File: config.mk
export PLATFORM = sky130hd
export DESIGN_NAME = param_datapath
export DESIGN_NICKNAME = d
export VERILOG_FILES = /design/src/rtl/param_datapath.sv
export SDC_FILE = /design/constraint.sdc
export NUM_CORES = 1
export LEC_CHECK = 0
export BUFFER_PORTS_ARGS = -buffer_cell sky130_fd_sc_hd__buf_2
export CAP_MARGIN = 20
export CORE_UTILIZATION = 40
export DETAILED_ROUTE_END_ITERATION = 8
export GPL_ROUTABILITY_DRIVEN = 0
export PLACE_DENSITY = 0.59
export SETUP_SLACK_MARGIN = 0.2
export SLEW_MARGIN = 40
export SYNTH_ARGS = -nofsm -noshare
export SYNTH_HDL_FRONTEND = slang
export SYNTH_SLANG_ARGS = --single-unit
File: constraint.sdc
create_clock -name clk -period 5.2 [get_ports clk]
set_input_delay 0.52 -clock clk [delete_from_list [all_inputs] [get_ports clk]]
set_output_delay 0.52 -clock clk [all_outputs]
set_load 0.005 [all_outputs]
File: src/rtl/param_datapath.sv
// Parameterised datapath: register file, A/B operand registers, B shifter, ALU,
// and a multi-cycle shift-add multiplier that writes C and status when it finishes.
module param_datapath #(
    parameter int WIDTH = 16,
    parameter int NREG  = 8,
    parameter int PCW   = 9,
    localparam int RW   = (NREG > 1) ? $clog2(NREG) : 1
) (
    input  logic             clk,
    input  logic             reset,
    input  logic [RW-1:0]    readnum,
    input  logic [RW-1:0]    writenum,
    input  logic             write,
    input  logic [1:0]       vsel,
    input  logic [WIDTH-1:0] mdata,
    input  logic [WIDTH-1:0] sximm8,
    input  logic [WIDTH-1:0] sximm5,
    input  logic [PCW-1:0]   PC,
    input  logic             csel,
    input  logic             loada,
    input  logic             loadb,
    input  logic             loadc,
    input  logic             loads,
    input  logic             asel,
    input  logic             bsel,
    input  logic [1:0]       shift,
    input  logic [2:0]       ALUop,
    output logic [WIDTH-1:0] C,
    output logic [2:0]       status,
    output logic             busy,
    output logic             done
);

    localparam int CW = (WIDTH > 1) ? $clog2(WIDTH) : 1;

    typedef enum logic {S_IDLE, S_MUL} state_t;

    state_t           state_q, state_d;
    logic [WIDTH-1:0] regFile_q [NREG];
    logic [WIDTH-1:0] aReg_q, bReg_q, cReg_q;
    logic [2:0]       status_q;
    logic [WIDTH-1:0] mcand_q, mplier_q, acc_q;
    logic [CW-1:0]    count_q;
    logic             loadsCap_q, done_q;

    logic [WIDTH-1:0] readData, wbData, loadVal, shiftedB;
    logic [WIDTH-1:0] aluA, aluB, aluResult, accNext;
    logic             aluOvf, isMulOp, lastStep;

    // Out-of-range indices read as zero so non-power-of-two NREG stays well defined.
    always_comb begin
        readData = '0;
        if (32'(readnum) < 32'(NREG)) readData = regFile_q[readnum];
    end

    always_comb begin
        case (vsel)
            2'b00:   wbData = cReg_q;
            2'b01:   wbData = WIDTH'(PC);
            2'b10:   wbData = sximm8;
            default: wbData = mdata;
        endcase
        loadVal = csel ? wbData : readData;
        case (shift)
            2'b00:   shiftedB = bReg_q;
            2'b01:   shiftedB = {bReg_q[WIDTH-2:0], 1'b0};
            2'b10:   shiftedB = {1'b0, bReg_q[WIDTH-1:1]};
            default: shiftedB = {bReg_q[WIDTH-1], bReg_q[WIDTH-1:1]};
        endcase
        aluA = asel ? '0 : aReg_q;
        aluB = bsel ? sximm5 : shiftedB;
    end

    always_comb begin
        aluResult = '0;
        aluOvf    = 1'b0;
        case (ALUop)
            3'b000, 3'b111: begin
                aluResult = aluA + aluB;
                aluOvf    = (aluA[WIDTH-1] == aluB[WIDTH-1]) && (aluResult[WIDTH-1] != aluA[WIDTH-1]);
            end
            3'b001: begin
                aluResult = aluA - aluB;
                aluOvf    = (aluA[WIDTH-1] != aluB[WIDTH-1]) && (aluResult[WIDTH-1] != aluA[WIDTH-1]);
            end
            3'b010:  aluResult = aluA & aluB;
            3'b011:  aluResult = ~aluB;
            3'b100:  aluResult = aluA | aluB;
            3'b101:  aluResult = aluA ^ aluB;
            default: aluResult = '0;
        endcase
    end

    assign isMulOp  = (ALUop == 3'b110);
    assign accNext  = acc_q + (mplier_q[0] ? mcand_q : '0);
    assign lastStep = (state_q == S_MUL) && (count_q == CW'(WIDTH - 1));

    always_comb begin
        state_d = state_q;
        case (state_q)
            S_IDLE: if (loadc && isMulOp) state_d = S_MUL;
            S_MUL:  if (lastStep) state_d = S_IDLE;
            default: state_d = S_IDLE;
        endcase
    end

    always_ff @(posedge clk) begin
        if (reset) state_q <= S_IDLE;
        else       state_q <= state_d;
    end

    always_ff @(posedge clk) begin
        if (reset) begin
            for (int i = 0; i < NREG; i++) regFile_q[i] <= '0;
        end else if (write && (32'(writenum) < 32'(NREG))) begin
            regFile_q[writenum] <= wbData;
        end
    end

    // Operand loads run regardless of state; C and status only move in IDLE or on the last multiply step.
    always_ff @(posedge clk) begin
        if (reset) begin
            aReg_q     <= '0;
            bReg_q     <= '0;
            cReg_q     <= '0;
            status_q   <= '0;
            mcand_q    <= '0;
            mplier_q   <= '0;
            acc_q      <= '0;
            count_q    <= '0;
            loadsCap_q <= 1'b0;
            done_q     <= 1'b0;
        end else begin
            done_q <= 1'b0;
            if (loada) aReg_q <= loadVal;
            if (loadb) bReg_q <= loadVal;
            if (state_q == S_IDLE) begin
                if (loadc && isMulOp) begin
                    mcand_q    <= aluA;
                    mplier_q   <= aluB;
                    acc_q      <= '0;
                    count_q    <= '0;
                    loadsCap_q <= loads;
                end else begin
                    if (loadc) cReg_q <= aluResult;
                    if (loads && !isMulOp) status_q <= {aluOvf, aluResult[WIDTH-1], aluResult == '0};
                end
            end else begin
                acc_q    <= accNext;
                mcand_q  <= {mcand_q[WIDTH-2:0], 1'b0};
                mplier_q <= {1'b0, mplier_q[WIDTH-1:1]};
                count_q  <= count_q + CW'(1);
                if (lastStep) begin
                    cReg_q <= accNext;
                    if (loadsCap_q) status_q <= {1'b0, accNext[WIDTH-1], accNext == '0};
                    done_q <= 1'b1;
                end
            end
        end
    end

    assign C      = cReg_q;
    assign status = status_q;
    assign busy   = (state_q == S_MUL);
    assign done   = done_q;

endmodule

### Yosys cells after proc, flatten, opt, wreduce, memory -nomap -nowiden

Memories as Yosys holds them, arrays and structs flattened.
Cells that the tools add are included.

| storage, ports and cells | value |
|---|---|
| RAM bits | 128 |
| bits of input ports | 80 |
| output and inout bits | 21 |
| word-level logic and storage cells | 100 |
| bits in registers | 106 |
| memories | 1 |

| cells by class | value |
|---|---|
| bitwise logic cells | 5 |
| equal/unequal tests | 19 |
| add/sub/neg operators | 4 |
| muxes and demuxes | 37 |
| reduce and logical (&&, ||, !) cells | 21 |

Memory list:

| memory | words | width | rd ports | clocked after memory_dff | write ports | line | text |
|---|---|---|---|---|---|---|---|
| regFile_q | 8 | 16 | 1 | 0 | 8 | 39 | `logic [WIDTH-1:0] regFile_q [NREG];` |

Operators with widths:

| operator | number |
|---|---|
| $mux 16 | 13 |
| $pmux 16 s3 | 2 |
| $pmux 16 s6 | 1 |
| $add 16x16->16 | 2 |
| $logic_not 16->1 | 2 |
| $mux 15 | 2 |
| $mux 3 | 6 |
| $and 16x16->16 | 1 |
| $not 16->16 | 1 |
| $or 16x16->16 | 1 |
| $reduce_or 16->1 | 1 |
| $sub 16x16->16 | 1 |
| $xor 16x16->16 | 1 |
| $eq 3x3->1 const B | 4 |
| $mux 1 | 9 |
| $mux 4 | 2 |
| $eq 3x2->1 const B | 2 |
| $reduce_bool 2->1 | 3 |
| $reduce_or 2->1 | 3 |
| $logic_and 1x1->1 | 5 |
| $add 4x1->4 const B | 1 |
| $eq 2x1->1 const B | 2 |
| $eq 2x2->1 const B | 2 |
| $eq 4x4->1 const B | 1 |
| other kinds (13) | 18 |

### Depth between registers and ports, before layout

| logic depth | value |
|---|---|
| word-level depth | 10 |
| mapped depth | 19 |
| gate-level depth less buffers | 15 |

### Worst setup path before layout

No wires, ideal clock.

| timing | value |
|---|---|
| kind | input port to flip-flop |
| start point | in shift[1] |
| end point | reg cReg_q[15], in the netlist C[15] |
| cell stages on the path | 18 |
| arrival time | 4.299 ns |
| slack | 0.785 ns |
| library setup time | 0.116 ns |
| path buffers | 4 |
| data required time | 5.084 ns |
| cell sequence | clkbuf_1 > clkbuf_1 > clkbuf_1 > o21ai_0 > mux2i_1 > inv_1 > ha_1 > buf_2 > nor3b_1 > or3_1 > a211oi_1 > o41ai_1 > a311oi_1 > o21bai_1 > nand2_1 > a21oi_1 > or3_1 > a41o_1 |

| between the ends | value |
|---|---|
| word-level cells in the longest chain between the ends | 8 |
| elaborated cells between the ends (all ways) | 15 |
| those cells by class | 2 x add/sub; 2 x eq/ne; 6 x mux; 4 x bitwise; 1 x reduce/logical |

RTL lines:

| item | line | text |
|---|---|---|
| start, declared | 26 | `input logic [1:0] shift,` |
| $eq 2x2->1 (tied with other cells) | 64 | `case (shift)` |
| $pmux 16 s3 * | 64 |  |
| $mux 16 * | 71 | `aluB = bsel ? sximm5 : shiftedB;` |
| $sub 16x16->16 (tied with other cells) | 83 | `aluResult = aluA - aluB;` |
| $pmux 16 s6 * | 77 | `case (ALUop)` |
| $mux 16 * | 145 | `if (loadc) cReg_q <= aluResult;` |
| $mux 16 * | 138 | `if (loadc && isMulOp) begin` |
| $mux 16 * | 137 | `if (state_q == S_IDLE) begin` |
| end signal, assigned | 145 |  |
| end signal, assigned | 154 | `cReg_q <= accNext;` |
| end, declared | 40 | `logic [WIDTH-1:0] aReg_q, bReg_q, cReg_q;` |

Mark *: on every way between the ends. The rest lies on a longest branch, timed or not. The select of a mux whose other input is x is not followed.
A chain may end at the register's enable or synchronous reset.

### Worst setup path in the final report

| timing | value |
|---|---|
| start point | in shift[0] |
| end point | reg cReg_q[15], in the netlist C[15] |

The elaborated chain is that of the path after synthesis.

==> metrics.yaml <==
critPathMaxFanout: 23
netlist_top_cells_count: "nor2_1, a21oi_1, edfxtp_1"
multi_input_area_um2: 7880
antenna_found_initial: 2
dp_hpwl_um: 32700
synthXorXnorAreaFrac: 0.0122
nets: 1784
grt_use_total: 0.244
grt_max_degree: 89
cts_max_level: 1
ctsResizeCount: 0
r2r-start: "bReg_q[0]$_SDFFE_PP0P_"
register_area_um2: 5970
status: "finished clean"
clk_latency_ns: 0.56
synthMuxAreaShare: 0.114
drc: 0
ys_ff_latch: 234
grt_pass1_wl_um: 68600
setup-tns-final_ns: 0
synth_edf_count: 128
drt_first_pass_iters: 5
end_kind: "register"
dr.first_iter.drc_count: 1134
cp-endpoint: "C[15]$_SDFFE_PP0P_"
synth.area.top_cells: "edfxtp_1, dfxtp_1, nor2_1, ha_1, mux2i_1"
synth.largest_area_cell: "edfxtp_1"
cts_tree: "done"
crit_required_ns: 5.64
max_freq_ghz: 0.232
drive_gt1_frac: 0.149
power_density_nw_per_um2: 293
crit_family: "compound AO/OA/AOI/OAI gates"
ff2ff_setup_slack_ns: 0.91
path_class: "input pin to register"
power.leakage_nw: 6.50
syn_area_um2: 14400
cap_violations: 0
crit_chain: "buf_2, mux2i_1, o21ai_0, mux2i_1, inv_1, ha_1, inv_1, a2111o_1, a211oi_1, nor3b_1, o21bai_1, a2111oi_0, nor3_1, a21oi_1, or3_1, a41o_1"
path_depth: 16
synth.most_common_cell: "nor2_1"
syn_nets: 1725
worst_pin_slew_ns: 0.857
fin_crit_sh: 0.829
cts_root_buf: "clkbuf_16"
crit_start: "shift[0]"
async_reset_ff_frac: 0
clkSinkCount: 234
rsz0062_at_grt: "false"
postCtsHoldBufs: 0
ioPinCount: 101
hold_violations: 0
wire_per_inst_um: 21.2
ys_types: 75
yosys_warnings: 0
via_per_inst: 5.78
synth_cells: 1576
finalClockSkew_ns: 0.0281
vias: 12200
design.die.area_um2: 36800
cts_buffers: 27
finalMaxSlewViolations: 0
synthAdderAreaFrac: 0.0615
wl_um: 44900
start_util: 0.406
ys_seq_area_frac: 0.414
cp.arrival_ns: 4.75
fill_cells: 3430
cts.clk_slew.worst_paths_ns: 0.06
io_buffers: 100
critPathLaunchType: "input pin"
die_h_um: 192
yosys.area.top_type_share: 0.267
power.ir.vdd_worst_mv: 0.284
crit_path_top_delay_cell: "ha_1"
slowest_delay_ns: 0.49
critical_path_buf_inv_count: 3
avgSynthCellArea_um2: 9.14
relSlewSlack: 0.427
cts.path.max_buffers: 3
design.core.area_um2: 35500
ys.flop_type: "edfxtp_1"
r2r_cells: 13
fin_crit_ns: 4.31
synth_top_family_by_area: "simple AND/OR/NAND/NOR gates"
setup_viol: 0
grt-ovfl-total: 0
antenna_left: 0
r2r_end: "C[15]$_SDFFE_PP0P_"
die_w_um: 192
final_util: 0.458
area_delta_synth_final_pct: 12.8
yosys.area_share.simple: 0.189
hold_path_depth: 3
synth_compound_area_frac: 0.168
cts_setup_buffers: 0
min_path_type: "input pin to register"
rows: 69
grt_pass1_vias: 11700
## kinds of logic after synthesis
kind of cell,after synthesis
xor+xnor,20
flops,234
buf+inv,159
compound gates,372
fa+ha+maj,69
simple gates,600
mux,122
## registers in the layout (all words and copies together) (netlist names)
name        cells
C              16
aReg_q         16
acc_q          16
bReg_q         16
busy            1
count_q         4
done            1
loadsCap_q      1
mcand_q        16
mplier_q       16
regFile_q     128
status          3
## routing by layer
metal / wire length [um] / part of all wire / global-route usage / up-vias
met1: 20600 / 0.46 / 0.342 / 5907
li1: - / - / - / 5773
met5: 0 / 0 / 0 / -
met2: 19800 / 0.44 / 0.387 / 472
met4: 1730 / 0.039 / 0.0900 / 0
met3: 2710 / 0.060 / 0.0291 / 92
## layout make-up
| class | count | share of cell area |
|---|---|---|
| clock buffers | 30 | 0.0423 |
| flip-flops and latches | 234 | 0.367 |
| diodes | 1 | 0.000154 |
| multi-input cells | 1183 | 0.485 |
| well taps | 461 | 0.0355 |
| inverters | 54 | 0.0125 |
| repair buffers | 135 | 0.0473 |
| clock inverters | 20 | 0.0100 |
## cell usage in the layout, fill, tap and decap left out, types with 18 or more instances in the layout
cell type / count
mux2_2: 18
inv_1: 53
mux4_2: 32
buf_2: 100
o21ai_0: 49
nand2_1: 99
mux2i_1: 72
clkbuf_16: 27
a211oi_1: 46
a21oi_1: 133
edfxtp_1: 128
buf_4: 32
nor2b_1: 56
and2_1: 20
nand2b_1: 22
ha_1: 66
nor2_1: 314
dfxtp_1: 105
## power breakdown
group	switching (W)	internal, W	leakage (nW)
registers	0.0000583	0.00203	2.20
clock network	0.000785	0.00105	0.410
logic	0.000523	0.000309	3.89
## tightest hold or removal path, stage by stage
cell     delay (ns)
buf_2          0.11
nand2_1        0.05
a21oi_1        0.05
## per-stage QoR
stage	worst slack [ns]	power [W]	hold WS, ns	std cells	area [um2]
2_1_floorplan	0.785	0.00264	0.441	1576	14400
3_3_place_gp	0.604	0.00293	0.452	2065	15300
3_5_place_dp	0.436	0.00294	0.458	2065	15400
4_1_cts	0.976	0.00477	0.220	2115	16200
5_1_grt	0.599	0.00493	0.259	2117	16200
6_report	0.887	0.00476	0.237	2118	16300
## worst min-delay path by stage
stage / startpoint / to / slack (ns)
floorplan: acc_q[12]$_SDFFE_PP0P_ / acc_q[12]$_SDFFE_PP0P_ / 0.44
global placement: acc_q[13]$_SDFFE_PP0P_ / acc_q[13]$_SDFFE_PP0P_ / 0.45
detailed placement: acc_q[13]$_SDFFE_PP0P_ / acc_q[13]$_SDFFE_PP0P_ / 0.46
CTS: loads / loadsCap_q$_SDFFE_PP0P_ / 0.22
global route: loads / loadsCap_q$_SDFFE_PP0P_ / 0.26
finish: loads / loadsCap_q$_SDFFE_PP0P_ / 0.24
Note: power is estimated with default switching activity, not from simulation.
